<file path="src/rtl/ddr3_wr_control.sv">
// Drains 128-bit bursts from the DDR3 write FIFO into the memory controller user
// interface: write data is always accepted ahead of the matching write command.
//
// state | meaning
// IDLE  | waiting for a synchronized start request
// WRITE | issuing data beats and commands until both counters and data_ahead are zero
// DONE  | transfer complete, writing_done high until enable_writing drops
module ddr3_wr_control (
   input  logic          clk,
   input  logic          reset_n,
   input  logic [22:0]   ddr3_wr_start_addr,
   input  logic [23:0]   ddr3_wr_burst_cnt,
   input  logic          enable_writing,
   output logic          writing_done,
   input  logic [127:0]  ddr3_wr_fifo_dout,
   input  logic          ddr3_wr_fifo_empty,
   output logic          ddr3_wr_fifo_rd_en,
   input  logic          app_rdy,
   output logic          app_en,
   output logic [2:0]    app_cmd,
   output logic [25:0]   ddr3_wr_addr,
   input  logic          app_wdf_rdy,
   output logic          app_wdf_wren,
   output logic          app_wdf_end,
   output logic [127:0]  app_wdf_data,
   output logic [15:0]   app_wdf_mask
);

   typedef enum logic [1:0] {
      IDLE  = 2'd0,
      WRITE = 2'd1,
      DONE  = 2'd2
   } state_t;

   state_t        state, state_nxt;
   logic          sync1, sync2, sync3;
   logic          start_pulse;
   logic          in_write;
   logic          cmd_accept, data_accept;
   logic [22:0]   addr_gen;
   logic [23:0]   addr_cntr, data_cntr;
   logic [1:0]    data_ahead;

   always_ff @(posedge clk or negedge reset_n) begin
      if (!reset_n) begin
         sync1 <= 1'b0;
         sync2 <= 1'b0;
         sync3 <= 1'b0;
      end else begin
         sync1 <= enable_writing;
         sync2 <= sync1;
         sync3 <= sync2;
      end
   end

   // Decoded one flop early so the counters load and WRITE is entered on the
   // same edge that sets sync3; likewise the abort uses sync1 so the state
   // returns to IDLE on the edge that clears sync2.
   assign start_pulse = sync2 & ~sync3;

   always_ff @(posedge clk or negedge reset_n) begin
      if (!reset_n) state <= IDLE;
      else          state <= state_nxt;
   end

   always_comb begin
      state_nxt = state;
      case (state)
         IDLE:    if (start_pulse) state_nxt = WRITE;
         WRITE:   if (addr_cntr == 24'd0 && data_cntr == 24'd0 && data_ahead == 2'd0)
                     state_nxt = DONE;
         DONE:    state_nxt = DONE;
         default: state_nxt = IDLE;
      endcase
      if (!sync1) state_nxt = IDLE;
   end

   always_comb begin
      in_write     = 1'b0;
      writing_done = 1'b0;
      case (state)
         WRITE:   in_write     = 1'b1;
         DONE:    writing_done = 1'b1;
         default: ;
      endcase
   end

   // Data may run at most two beats ahead; a command needs a beat already banked.
   assign app_wdf_wren = in_write & ~ddr3_wr_fifo_empty & (data_cntr != 24'd0) & (data_ahead != 2'd2);
   assign app_en       = in_write & (addr_cntr != 24'd0) & (data_ahead != 2'd0);
   assign cmd_accept   = app_en & app_rdy;
   assign data_accept  = app_wdf_wren & app_wdf_rdy;

   assign ddr3_wr_fifo_rd_en = data_accept;
   assign app_cmd            = 3'b000;
   assign ddr3_wr_addr       = {addr_gen, 3'b000};
   assign app_wdf_end        = app_wdf_wren;
   assign app_wdf_data       = ddr3_wr_fifo_dout;
   assign app_wdf_mask       = 16'h0000;

   always_ff @(posedge clk or negedge reset_n) begin
      if (!reset_n) begin
         addr_gen   <= '0;
         addr_cntr  <= '0;
         data_cntr  <= '0;
         data_ahead <= '0;
      end else if (start_pulse) begin
         addr_gen   <= ddr3_wr_start_addr;
         addr_cntr  <= ddr3_wr_burst_cnt;
         data_cntr  <= ddr3_wr_burst_cnt;
         data_ahead <= '0;
      end else begin
         if (cmd_accept) begin
            addr_gen <= addr_gen + 23'd1;
            if (addr_cntr != 24'd0) addr_cntr <= addr_cntr - 24'd1;
         end
         if (data_accept && data_cntr != 24'd0) data_cntr <= data_cntr - 24'd1;
         case ({data_accept, cmd_accept})
            2'b10:   data_ahead <= data_ahead + 2'd1;
            2'b01:   data_ahead <= data_ahead - 2'd1;
            default: ;
         endcase
      end
   end

endmodule
</file>
<file path="config.mk">
export PLATFORM = sky130hd
export DESIGN_NAME = ddr3_wr_control
export DESIGN_NICKNAME = d
export VERILOG_FILES = /design/src/rtl/ddr3_wr_control.sv
export SDC_FILE = /design/constraint.sdc
export NUM_CORES = 1
export LEC_CHECK = 0
export ABC_AREA = 1
export BUFFER_PORTS_ARGS = -buffer_cell sky130_fd_sc_hd__buf_2
export CORE_AREA = 2 2 140 142
export DETAILED_ROUTE_END_ITERATION = 12
export DIE_AREA = 0 0 142 144
export GPL_TIMING_DRIVEN = 1
export PLACE_DENSITY_LB_ADDON = 0.1
export SLEW_MARGIN = 20
export SYNTH_ARGS = -nofsm -noshare
export SYNTH_HDL_FRONTEND = slang
export SYNTH_SLANG_ARGS = --single-unit
</file>
<file path="constraint.sdc">
create_clock -name clk -period 1.6 [get_ports clk]
set_input_delay 0.32 -clock clk [delete_from_list [all_inputs] [get_ports clk]]
set_output_delay 0.32 -clock clk [all_outputs]
set_load 0.05 [all_outputs]
</file>
== Yosys cells after proc, flatten, opt, wreduce, memory -nomap -nowiden ==
Index checks and enable logic that the tools add are counted.

* Muxes and demuxes: 15
* Add/sub/neg operators: 5
* Equality and inequality tests: 7
* Bitwise gates (word level): 10
* Reduce and logical (&&, ||, !) cells: 16

{| class="wikitable"
|+ Operator list
! kind !! number
|-
| $mux 24 || 5
|-
| $logic_not 24->1 || 2
|-
| $reduce_bool 24->1 || 2
|-
| $sub 24x1->24 const B || 2
|-
| $mux 23 || 2
|-
| $add 23x1->23 const B || 1
|-
| $and 1x1->1 || 8
|-
| $mux 2 || 4
|-
| $reduce_bool 2->1 || 4
|-
| $ne 3x3->1 const B || 2
|-
| $pmux 2 s3 || 1
|-
| $eq 2x1->1 const B || 2
|-
| $eq 2x2->1 const B || 2
|-
| $logic_not 2->1 || 2
|-
| $pmux 2 s2 || 1
|-
| $reduce_and 2->1 || 2
|-
| $logic_and 1x1->1 || 3
|-
| $reduce_bool 3->1 || 1
|-
| $add 2x1->2 const B || 1
|-
| $mux 1 || 2
|-
| $ne 2x2->1 const B || 1
|-
| $not 1->1 || 2
|-
| $sub 2x1->2 const B || 1
|}

* Output and inout port bits: 178
* Register bits after elaboration: 78

== Logic depth before layout (Yosys ltp) ==
Gate-level depths: netlist of the first run.

* Depth after elaboration: 9
* Mapped depth: 11
* Mapped depth without buffers: 11

== Least setup slack after synthesis of the first run ==
Ideal clock, no wire load.

* Path kind: register -> register
* Start: register addr_gen[0]
* End: register addr_gen[18]
* Buffers on the path: 0
* Data required time: 1.477 ns
* Slack: -0.365 ns
* Stages on the path, launching flop included: 9
* Arrival: 1.842 ns
* Path through: dfrtp_1 ha_1 nand3_1 nor2_1 nand2_1 nor2_1 nand3_1 a21oi_1 nor2_1

* Longest elaborated chain between the ends: 3

{| class="wikitable"
|+ Ends and longest elaborated chain
! what !! RTL line !! RTL
|-
| start, declared || 40 || <nowiki>logic [22:0] addr_gen;</nowiki>
|-
| start signal, assigned || 108 || <nowiki>addr_gen <= ddr3_wr_start_addr;</nowiki>
|-
| start signal, assigned || 114 || <nowiki>addr_gen <= addr_gen + 23'd1;</nowiki>
|-
| $add 23x1->23 || 114 ||
|-
| $mux 23 || 113 || <nowiki>if (cmd_accept) begin</nowiki>
|-
| $mux 23 || 107 || <nowiki>end else if (start_pulse) begin</nowiki>
|}

No other way between the ends. The select of a mux whose other input is x is not followed.
A chain may end at the register's enable or synchronous reset.

== Worst setup path after layout of the first run ==
* Start: register data_cntr[21]
* End: output port app_wdf_end

* Longest elaborated chain between the ends: 3

{| class="wikitable"
|+ Ends and longest elaborated chain
! what !! RTL line !! RTL
|-
| start, declared || 41 || <nowiki>logic [23:0] addr_cntr, data_cntr;</nowiki>
|-
| start signal, assigned || 110 || <nowiki>data_cntr <= ddr3_wr_burst_cnt;</nowiki>
|-
| start signal, assigned || 117 || <nowiki>if (data_accept && data_cntr != 24'd0) data_cntr <= data_cntr - 24'd1;</nowiki>
|-
| $reduce_bool 24->1 || 89 || <nowiki>assign app_wdf_wren = in_write & ~ddr3_wr_fifo_empty & (data_cntr != 24'd0) & (data_ahead != 2'd2);</nowiki>
|-
| $and 1x1->1 (2 in a row) || 89 ||
|-
| end, declared || 24 || <nowiki>output logic app_wdf_end,</nowiki>
|}

No other way between the ends.

==> results of run 1 <==
[layout make-up]
class                      instances  area, sq um  share of cell area, %
timing repair buffer             274         2310                   24.4
multi-input combinational        654         4310                   45.5
tap                              238          298                   3.14
inverter                          71          288                   3.04
clock buffer                      15          278                   2.93
clock inverter                     1         5.00                 0.0528
sequential                        78         1980                   20.9
[worst register-to-register path, cell delays in order (launching register included)]
cell and delay [ns]:
dfrtp_1 0.38, inv_2 0.08, ha_4 0.14, inv_4 0.04
buf_6 0.11, nor2_4 0.11, buf_6 0.12, nand3_4 0.17
nand2_8 0.14, buf_6 0.11, inv_6 0.04, buf_12 0.14
nand2_2 0.07, o211ai_1 0.10
[power by group through the flow]
stage          Combinational (uW)  Clock (uW)  Sequential, uW
2_1_floorplan                4550           0            4540
3_5_place_dp                 7700           0            3640
5_1_grt                     11600        2170            3860
4_1_cts                      9410        2100            3670
6_report                    10700        2070            3750
3_3_place_gp                 7700           0            3640
[registers in the layout, summed over array words and instances, names as in the netlist]
name        count
data_cntr      24
sync3           1
sync1           1
addr_cntr      24
sync2           1
addr_gen       23
data_ahead      2
state           2
[metrics by stage]
| stage | setup WS (ns) | total power (uW) |
|---|---|---|
| final | -0.374 | 16600 |
| after global routing | -0.482 | 17600 |
| after CTS | -0.398 | 15200 |
| after detailed placement | -0.166 | 11300 |
| after global placement | -0.222 | 11300 |
| after floorplan | -0.203 | 9100 |
[layer usage]
metal	up-vias	wire length, microns	GRT usage, %
met5	-	0	0
met4	0	728	10.0
met3	59	1150	3.87
met2	198	11400	36.3
met1	3125	10400	28.9
li1	3163	-	-
[worst paths after layout]
kind	startpoint	end	slack [ns]	cells after the start
worst max-delay path	data_cntr[21]$_DFFE_PN0P_	app_wdf_end	-0.37	8
worst min-delay path	enable_writing	sync1$_DFF_PN0_	0.07	1
worst max register to register	state[1]$_DFFE_PN0P_	addr_cntr[1]$_DFFE_PN0P_	-0.27	13
worst min register to register	sync2$_DFF_PN0_	sync3$_DFF_PN0_	0.38	0
max in group asynchronous	reset_n	addr_gen[4]$_DFFE_PN0P_	0.65	3
min in group asynchronous	reset_n	data_cntr[9]$_DFFE_PN0P_	0.41	2
[placed cells by master (no fill, tap or decap), types with 4 or more instances in the layout]
| cell | instances |
|---|---|
| nand2_1 | 190 |
| buf_4 | 142 |
| nor2_1 | 78 |
| buf_2 | 74 |
| inv_1 | 59 |
| dfrtp_1 | 56 |
| nor2_4 | 45 |
| nand3_1 | 45 |
| nor2_2 | 34 |
| buf_6 | 34 |
| nand2_2 | 31 |
| o21ai_0 | 27 |
| conb_1 | 22 |
| dfrtp_2 | 22 |
| nand2_4 | 15 |
| xor2_1 | 15 |
| a31oi_4 | 13 |
| nand4_1 | 12 |
| clkbuf_16 | 12 |
| o21ai_1 | 11 |
| a31oi_1 | 11 |
| a21oi_1 | 10 |
| nand3_2 | 10 |
| o21ai_2 | 9 |
| buf_12 | 9 |
| nand3_4 | 8 |
| xnor2_1 | 8 |
| inv_2 | 7 |
| nor3_1 | 6 |
| ha_4 | 6 |
| buf_8 | 6 |
| o211ai_1 | 5 |
| buf_16 | 5 |
| nand3b_1 | 4 |
| nand2_8 | 4 |
| o21bai_1 | 4 |
[cells by family (layout without fill, tap and decap cells)]
kind of cell,count (synthesis),in the layout,synth area share (%)
buffers and inverters,246,361,23.7
other,1,22,0.0571
XOR/XNOR,24,24,3.20
adder cells (fa/ha/maj),8,8,1.52
flip-flops,78,78,29.7
AND/OR/NAND/NOR,494,495,32.0
AO/OA/AOI/OAI,105,105,9.72
[timing repair]
item,CTS,global route
gates resized for setup,172,157
pin swaps,54,63
hold buffers,1,0
endpoints found under the hold margin,17,0
setup endpoints to repair,74,79
buffers inserted,35,21
cloned,8,3
==> results list, run 1 <==
* Outcome: finished with violations
- Violations in the final reports: negative setup slack
* Ordered list of cells on the worst path: nor2_2, nand2_1, nor2_1, buf_4, nand3_4, nand2_4, clkinvlp_4, buf_6
* Type of the tightest min-delay check: in2reg
* Buffers & Inverters on Critical Path: 3
- Final setup violation count: 79
* Seq/Total Area, Yosys: 29.7%
- In the post-synthesis netlist, the cell with the most instances is nand2_1.
- The filler cells instantiated in the layout total 1,871.
- Overall Global Routing Usage: 22.3%
- Net switching power: 7750 uW
- Reg power frac: 22.6%
- By startpoint and endpoint, the worst setup path is classified as reg2out.
- Based on the critical path, the design can be clocked at up to 507 MHz.
- Layout cell share with drive strength beyond 1: 47.6%
* Max-capacitance violation count: 0
- Count of vias placed by the detailed router: 6,545
- Final hold slack: 0.0737 ns
* Leftover overflow at the end of global routing: 0
* Std-Cell Rows: 51
- PnR worst setup slack: -0.374 ns
* Data required, critical path: 1.28 ns
- Data on the critical path arrives at its endpoint at 1.65 ns.
- Proportion of total power due to net switching: 46.8%
- The routed design has 23,600 microns of wire.
- The clock drives 78 sinks.
- Largest net degree at the start of global routing: 34
- Internal power of the cells: 8820 uW
* Buffers from clock root to sink, at most: 2
- Placed insts: 1,265
* Horizontal die dimension: 142 microns
- First-pass GRT wire length: 34,600 microns
- 0 antenna diodes ended up in the layout.
- Final nets: 1,277
- Initial cell density of the core: 34.4%
- During placement, the flow inserted port buffers numbering 80.
* Instance area at placement: 7380 sq um
- Yosys mapped a number of flops with a built-in enable equal to 0.
* Final worst clock skew: 0.00982 ns
- During synthesis, Yosys emitted a total of 0 warnings.
* Most common library cells after synthesis: nand2_1, buf_4, nor2_1
* Buffer cell driving the clock tree root: clkbuf_16
- Counting every instance in the synthesized netlist gives 956.
- At the end of the flow the core is filled with cells to 49.6%.
- Fraction of registers with async set or reset after synthesis: 100%
* Average cell area after synthesis: 6.87 sq um
- Maximum ir drop on the vdd rail: 0.739 mV
* Max-slew violation total from the final report: 0
- Portion of total power attributed to combinational logic: 64.9%
* Initial antenna violation count: 0
* Number of vias per cell after detailed routing: 4.92
- Grouping stages by cell kind, the critical path spends the most delay in simple AND/OR/NAND/NOR gates.
- Ys flop type: dfrtp_1
* Post-synthesis sequential element count: 78
- The core region is 19,100 sq um.
- Post-synthesis instance area: 6570 sq um
- Post-route ant nets: 0
* Residual DRC: 0
* Dpl hpwl: 17,200 microns
* Number of global-route vias before repair: 6,104
- Largest stage delay, worst path: 0.39 ns
- The share of total power dissipated in the clock network is 12.5%.
* Total negative setup slack: -11.54 ns
- Setup repair after global routing could not meet its margin everywhere.
* Fin area: 9470 sq um
* Area grow syn2layout: 44.2%
- By area the synthesized netlist is led by dfrtp_1, buf_4, nand2_1, nor2_1, nand3_1.
- In this run, distinct cell masters in the synthesized netlist total 40.
- CP endpoint kind: primary output
- Power spread over the standard cell area amounts to 1750 nW/um^2.
- Final Critical Period: 1.97 ns
- At the later pin of the worst-skew pair, clock insertion delay measures 0.35 ns.
- Total iterations of the first detailed-routing run: 4
- The die covers 20,400 sq um.
* Number of hold violations in the final report: 0
* Placer's final routability congestion estimate: 0.830
* Critical path launch point type: flip-flop
* Clock slew at reported path FFs: 0.06 ns
* Die boundary height: 144 microns
- Slowest CP cell: dfrtp_1
* Post-DR wirelength/cell: 17.8 microns
- In this run the static leakage power is 0.00427 uW.
- The synthesized design devotes to its leading area cell type 29.7% of total area.
- Dividing the final minimum period by the clock period gives 123%.
* Total I/O pin count: 359
- In this run, CTS created clock tree buffers numbering 9.
- The first routing iteration left 306 violations.
* Highest net fanout along the worst path: 2
* Final std cells w/o fill: 1,331
* Library cell occupying the most area in the post-synthesis netlist: dfrtp_1
- CTS H-Tree Depth: 3
- Clock tree from TritonCTS: done
No activity file was read; power rests on OpenSTA's default activity.
==> inputs of run 2 (changes only) <==
==> constraint.sdc (replaced) <==
create_clock -name clk -period 1.7 [get_ports clk]
set_input_delay 0.34 -clock clk [delete_from_list [all_inputs] [get_ports clk]]
set_output_delay 0.34 -clock clk [all_outputs]
set_load 0.05 [all_outputs]
==> run 2 against run 1 <==
  * The run still ends with negative setup slack left
  * Worst setup slack improved by 0.097 ns
  * Final cell count fell by 2.5%
  * Die area stayed put
  * Clock-buffer cell count shrank 4
  * Critical path depth did not move
  * Register-to-register slack gained 0.05 ns
  * Non-clock buffer count shrank 34
  * Routed wire length shrank 4.4%
  * Via count shrank 5.1%
  * Sequential share of layout area is 1.5 points higher
  * Clock power shrank 11%
  * Largest cell class unchanged
==> results list, run 2 (synthesis results as in run 1) <==
* Outcome: finished with violations
- The checks that failed: negative setup slack.
- Horizontal die dimension: 142 microns (unchanged)
- After detailed routing, no signal wire sits above met4.
* Placed insts: 1,240 (-2.0%)
* Most common cell after layout, fill and taps aside: nand2_1
- Data required, critical path: 1.36 ns (+0.08 ns)
- Post-DR wirelength/cell: 17.4 microns (-1.9%)
* Final std cells w/o fill: 1,298 (-2.5%)
- Residual DRC: 0 (unchanged)
- Area grow syn2layout: 33.4%
- The count of final setup violators is 77 (-2.5%).
- Buffers & Inverters on Critical Path: 3 (unchanged)
- The worst hold slack across all endpoints is 0.100 ns (+0.0268 ns).
- The HPWL after detailed placement is 16,300 microns (-5.4%).
* Largest stage delay, worst path: 0.38 ns (about the same)
- Final nets: 1,243 (-2.7%)
- The static power due to leakage came to 0.00400 uW (-6.4%).
- The number of buffers on the longest clock path was 2 (unchanged).
- Worst reg-to-reg setup slack: -0.22 ns (+0.05 ns)
* Total iterations of the first detailed-routing run: 5 (+1)
- Critical path launch point type: flip-flop
- Startpoint of the lowest-slack hold path: enable_writing
- The detailed-route wire length was 22,600 microns (-4.4%).
- CTS H-Tree Depth: 3 (unchanged)
- Initial cell density of the core: 34.4% (unchanged)
* Cell depth of the worst min-delay path: 1 (unchanged)
- The ratio of cells with drive above 1 in the final layout was 40.5% (-7.1 points).
- The pin count of the biggest net entering global routing came to 46 (+35%).
- Post-route ant nets: 0 (unchanged)
* Total I/O pin count: 359 (unchanged)
- Clock buffers created by TritonCTS: 9 (unchanged)
- The worst voltage drop across the vdd grid was 0.837 mV (+13%).
- Slowest CP cell: dfrtp_1
- Worst setup timing slack at the placement stage: -0.154 ns (+0.0114 ns)
- The number of violations reported at the end of detailed-routing iteration 0 came to 356 (+16%).
* Final worst clock skew: 0.00659 ns (-0.00323 ns)
* Leftover overflow at the end of global routing: 0 (unchanged)
* PnR worst setup slack: -0.277 ns (+0.0967 ns)
- The number of maximum-capacitance constraint violations was 0 (unchanged).
- The signal arrival time at the worst endpoint was 1.64 ns (about the same).
* Buffer cell driving the clock tree root: clkbuf_16
- Std-Cell Core Area: 19,100 sq um (unchanged)
* Overall Global Routing Usage: 21.7% (-0.51 points)
* Clock slew at reported path FFs: 0.06 ns (about the same)
- Ordered list of cells on the worst path: inv_2, ha_4, nand2_4, nor2_4, nand3_4, nand2_4, clkinvlp_4, buf_6
- Fmax: 506 MHz
* Die boundary height: 144 microns (unchanged)
- Wire length on met2: 11,000 microns (-4.0%)
- The critical path in this run is classified as reg2out.
- The largest registers in the layout are addr_cntr x24, data_cntr x24, addr_gen x23.
* Ratio of total power to cell area: 1630 nW/um^2 (-7.1%)
- The average via count per standard cell was 4.79 (-2.7%).
- Met1 wire length: 9790 microns (-5.5%)
* Placer's final routability congestion estimate: 0.841 (+1.4%)
- RSZ-0062 raised after global routing: true
* Most Frequent Cell on Critical Path: nand2_4
* Number of global-route vias before repair: 5,829 (-4.5%)
* Type of the tightest min-delay check: in2reg
- Std-Cell Rows: 51 (unchanged)
- Hold-critical path endpoint: sync1$_DFF_PN0_
- The number of buffers added on ports was 80 (unchanged).
- The global-route wire length before repair is 33,600 microns (-2.8%).
- CP endpoint kind: primary output
- After layout, the minimum clock period comes to 1.98 ns.
- Most frequent cells in the layout: nand2_1, buf_4, nor2_1, buf_2, dfrtp_1
- Insertion delay of the later-clocked pin in the worst-skew pair: 0.35 ns (about the same)
* Final worst path period share: 116%
- The number of clock sinks came to 78 (unchanged).
* Highest net fanout along the worst path: 4 (+2)
- FF-to-FF Start: data_cntr[0]$_DFFE_PN0P_
- The final-report max-slew violation count was 0 (unchanged).
- Category of cells accounting for the largest share of critical-path delay: simple AND/OR/NAND/NOR gates
- The hold violation total from the final report was 0 (unchanged).
- The number of antenna violations at the first check in global routing was 1 (+1).
- Count of vias placed by the detailed router: 6,212 (-5.1%)
- The sum of internal, switching and leakage power was 14,200 uW (-14%).
- The die outline area was 20,400 sq um (unchanged).
- The sum of met3 wire segment lengths after detailed routing is 1330 microns (+16%).
* Worst reg2reg path endpoint: data_cntr[5]$_DFFE_PN0P_
* Clock tree from TritonCTS: done
* FF-to-FF path depth: 13 (unchanged)
[run 2: changes by cell type in the layout (fill, tap and decap cells not counted), moves of 6 or more]
cell | previous run | this run
a31oi_4 | 13 | 5
nor2_1 | 78 | 92
dfrtp_2 | 22 | 7
nor2_4 | 45 | 39
a31oi_1 | 11 | 18
nand3_1 | 45 | 54
nand3_2 | 10 | 3
dfrtp_1 | 56 | 71
nor2_2 | 34 | 26
buf_6 | 34 | 19
buf_4 | 142 | 121
[run 2: timing repair]
action	4_1_cts	5_1_grt
pin swaps	50	37
hold endpoints to repair	11	0
setup endpoints to repair	74	80
setup buffers	29	13
gates cloned	8	3
hold buffers	1	0
resized for setup	150	113
[run 2: layout make-up]
cell class                 count  area, sq um
fill                        1980        10300
tap                          238          298
antenna                        1         2.50
timing repair buffer         240         2010
clock inverter                 5         25.0
multi-input combinational    654         3940
clock buffer                  11          243
sequential                    78         1960
inverter                      71          287
[run 2: worst max path at each step]
| stage | from | end | slack, ns | cells past startpoint |
|---|---|---|---|---|
| detailed placement | state[1]$_DFFE_PN0P_ | addr_gen[6]$_DFFE_PN0P_ | -0.15 | 9 |
| floorplan | data_cntr[6]$_DFFE_PN0P_ | app_wdf_wren | -0.12 | 7 |
| CTS | state[1]$_DFFE_PN0P_ | ddr3_wr_fifo_rd_en | -0.31 | 7 |
| global route | data_cntr[0]$_DFFE_PN0P_ | app_wdf_end | -0.37 | 8 |
| global placement | data_cntr[21]$_DFFE_PN0P_ | data_cntr[9]$_DFFE_PN0P_ | -0.14 | 8 |
| finish | data_cntr[0]$_DFFE_PN0P_ | app_wdf_end | -0.28 | 8 |
[run 2: per-layer routing]
| layer | vias to the layer above | global-route usage [%] |
|---|---|---|
| li1 | 3093 | - |
| met1 | 2852 | 28.8 |
| met2 | 209 | 35.2 |
| met3 | 58 | 4.83 |
| met4 | 0 | 7.21 |
| met5 | - | 0 |
[run 2: stage by stage]
step	util, %	setup TNS (ns)	area, sq um
finish	45.9	-8.97	8760
global route	45.9	-15.52	8760
CTS	43.3	-9.70	8260
detailed placement	37.3	-2.87	7110
global placement	37.3	-2.17	7110
floorplan	-	-0.144	6730
[run 2: report_power, final]
| group | internal (uW) | switching [uW] |
|---|---|---|
| registers | 2630 | 855 |
| logic | 3850 | 5070 |
| clock network | 1020 | 822 |
| total | 7500 | 6750 |
==> inputs of run 3 (changes only) <==
--- a/config.mk
+++ b/config.mk
@@ -11,7 +11,7 @@
 export DETAILED_ROUTE_END_ITERATION = 12
 export DIE_AREA = 0 0 142 144
 export GPL_TIMING_DRIVEN = 1
-export PLACE_DENSITY_LB_ADDON = 0.1
+export PLACE_DENSITY = 0.67
 export SLEW_MARGIN = 20
 export SYNTH_ARGS = -nofsm -noshare
 export SYNTH_HDL_FRONTEND = slang
==> run 3 against run 2 <==
  * Routed wire length decreased by 3.4%
  * Critical path type unchanged
  * Critical path depth unchanged
  * Global-route usage decreased by 2.1 points
  * The run still ends with negative setup slack left
  * Highest routed layer unchanged
  * Sequential cell count unchanged
  * Hold slack got worse by 0.016 ns
  * Largest power group unchanged
  * Sequential share of layout area increased by 0.49 points
==> results list, run 3 (synthesis results as in run 1) <==
- The hold-critical path depth came to 1 (unchanged).
- The number of antenna diodes came to 0 (-1).
- Clock net sink count: 78 (unchanged)
- Initial antenna violation count: 0 (-1)
* FF-to-FF Start: addr_cntr[8]$_DFFE_PN0P_
- Violations in the final reports: negative setup slack
- Max-slew violation total from the final report: 0 (unchanged)
- The worst setup slack after layout came to -0.328 ns (-0.0509 ns).
- Leaving out fill and tap cells, the most frequent cell in the layout is nand2_1.
- The chip height was 144 microns (unchanged).
* Total I/O pin count: 359 (unchanged)
* Fin area: 8570 sq um (-2.2%)
- Fmax: 493 MHz (-2.5%)
* Worst reg2reg path endpoint: addr_cntr[10]$_DFFE_PN0P_
- First-pass GRT wire length: 30,900 microns (-8.1%)
- The fill cell instance count of the final layout came to 1,818 (-8.2%).
- The clock insertion delay at the later pin of the skew report came to 0.36 ns (about the same).
- CTS H-Tree Depth: 3 (unchanged)
- Relative to the synthesized area, the layout overhead comes to 30.5%.
- The worst voltage drop across the vdd grid was 0.754 mV (-9.9%).
- Post-DR wirelength/cell: 17.0 microns (-2.4%)
- The initial core utilization was 34.4% (unchanged).
- Design Power: 14,100 uW (-1.2%)
- Clock buffers created by TritonCTS: 9 (unchanged)
- The area inside the core boundary was 19,100 sq um (unchanged).
- In this run the worst setup path terminates at app_wdf_end.
- The floorplan row count is 51 (unchanged).
* Registers with the most flip-flops: addr_cntr x24, data_cntr x24, addr_gen x23
- Worst reg-to-reg setup slack: -0.22 ns (about the same)
* Critical path launch point type: flip-flop
* Most frequent cells in the layout: nand2_1, buf_4, nor2_1, buf_2, dfrtp_1
- Count of routing violations after the opening detailed-route iteration: 566 (+59%)
- Data required, critical path: 1.36 ns (about the same)
- The detailed-route wire length came to 21,800 microns (-3.4%).
* Buffer cell driving the clock tree root: clkbuf_16
- Placer's final routability congestion estimate: 0.915 (+8.8%)
* Horizontal die dimension: 142 microns (unchanged)
* Final nets: 1,231 (-0.97%)
- Dpl hpwl: 15,100 microns (-7.6%)
- The vias after detailed routing is 6,589 (+6.1%).
* Instance area at placement: 7010 sq um (-1.4%)
- The worst setup path is captured at a primary output.
* FF-to-FF path depth: 10 (-3)
- The worst-case clock skew came to 0.0145 ns (+0.00791 ns).
- Clock tree from TritonCTS: done
- Layout cell share with drive strength beyond 1: 38.0% (-2.5 points)
* Final setup violation count: 75 (-2.6%)
- The die outline area is 20,400 sq um (unchanged).
- The hold violation total from the final report is 0 (unchanged).
- Leakage power total: 0.00394 uW (-1.5%)
* RSZ-0062 raised after global routing: true
* Final Critical Period: 2.03 ns (+0.0509 ns)
- The critical path is of the reg2out type.
* Number of vias per cell after detailed routing: 5.13 (+7.1%)
- Buffers from clock root to sink, at most: 2 (unchanged)
- Residual DRC: 0 (unchanged)
- Highest net fanout along the worst path: 2 (-2)
* Arrival time at the worst endpoint: 1.69 ns (+0.05 ns)
* Leftover overflow at the end of global routing: 0 (unchanged)
* Type of the tightest min-delay check: in2reg
- Post-route ant nets: 0 (unchanged)
* Final worst path period share: 119% (+3.0 points)
- The number of buffers added on ports is 80 (unchanged).
* Max-capacitance violation count: 0 (unchanged)
- Largest net degree at the start of global routing: 34 (-26%)
- The flow ran to the end, but the final reports show violations.
- Worst setup timing slack at the placement stage: -0.0443 ns (+0.110 ns)
- Total iterations of the first detailed-routing run: 8 (+3)
- Final hold slack: 0.0849 ns (-0.0156 ns)
- The critical path starts at data_cntr[19]$_DFFE_PN0P_.
- The total routing usage reported by global routing was 19.6% (-2.1 points).
* Ratio of total power to cell area: 1640 nW/um^2 (+1.1%)
* Number of global-route vias before repair: 5,901 (+1.2%)
- The clock transition at the register clock pins on the worst setup and hold paths after CTS came to 0.07 ns (about the same).
-- run 3: worst min-delay path by stage --
stage	startpoint	end	slack, ns
finish	enable_writing	sync1$_DFF_PN0_	0.08
global route	enable_writing	sync1$_DFF_PN0_	0.09
CTS	enable_writing	sync1$_DFF_PN0_	0.08
detailed placement	reset_n	sync2$_DFF_PN0_	0.33
global placement	reset_n	sync2$_DFF_PN0_	0.35
floorplan	reset_n	addr_cntr[0]$_DFFE_PN0P_	0.04
-- run 3: layer usage --
metal	routed length [microns]	vias up	global-route usage [%]	share of wire (%)
met2	10400	358	31.6	48
met4	1240	0	11.7	5.7
li1	-	3075	-	-
met5	0	-	0	0
met3	1950	101	4.90	8.9
met1	8260	3055	23.7	38
-- run 3: area by class of cell --
cell class / count / area, sq um / share of cell area, %
well taps: 238 / 298 / 3.48
clock inverters: 6 / 70.1 / 0.818
multi-input cells: 655 / 3830 / 44.8
clock buffers: 10 / 229 / 2.67
inverters: 71 / 285 / 3.33
flip-flops and latches: 78 / 1960 / 22.9
repair buffers: 227 / 1890 / 22.1
-- run 3: repair_timing --
| item | CTS | global route |
|---|---|---|
| endpoints found under the setup margin | 22 | 80 |
| setup buffers | 14 | 19 |
| resized for setup | 82 | 137 |
| hold buffers | 1 | 0 |
| cloned | 4 | 8 |
| pin swaps | 19 | 57 |
| endpoints found under the hold margin | 29 | 0 |
-- run 3: stage by stage --
stage | TNS (ns) | util (%) | instances
final | -8.50 | 44.9 | 1285
after global routing | -14.63 | 44.9 | 1285
after CTS | -2.63 | 40.9 | 1263
after detailed placement | -0.189 | 36.7 | 1228
after global placement | -0.0243 | 36.7 | 1228
after floorplan | -0.144 | - | 977
-- run 3: power by group --
group / internal [uW] / switching (uW)
Combinational: 3610 / 4960
Sequential: 2630 / 865
Clock: 1150 / 867
Total: 7380 / 6690
-- run 3: critical path: stages, from the launching register on --
cell and delay, ns:
dfrtp_1 0.39, nor2_2 0.14, nand2_1 0.09, nor2_1 0.11
buf_4 0.15, nand3_4 0.09, nand2_4 0.10, clkinvlp_4 0.11
buf_8 0.16
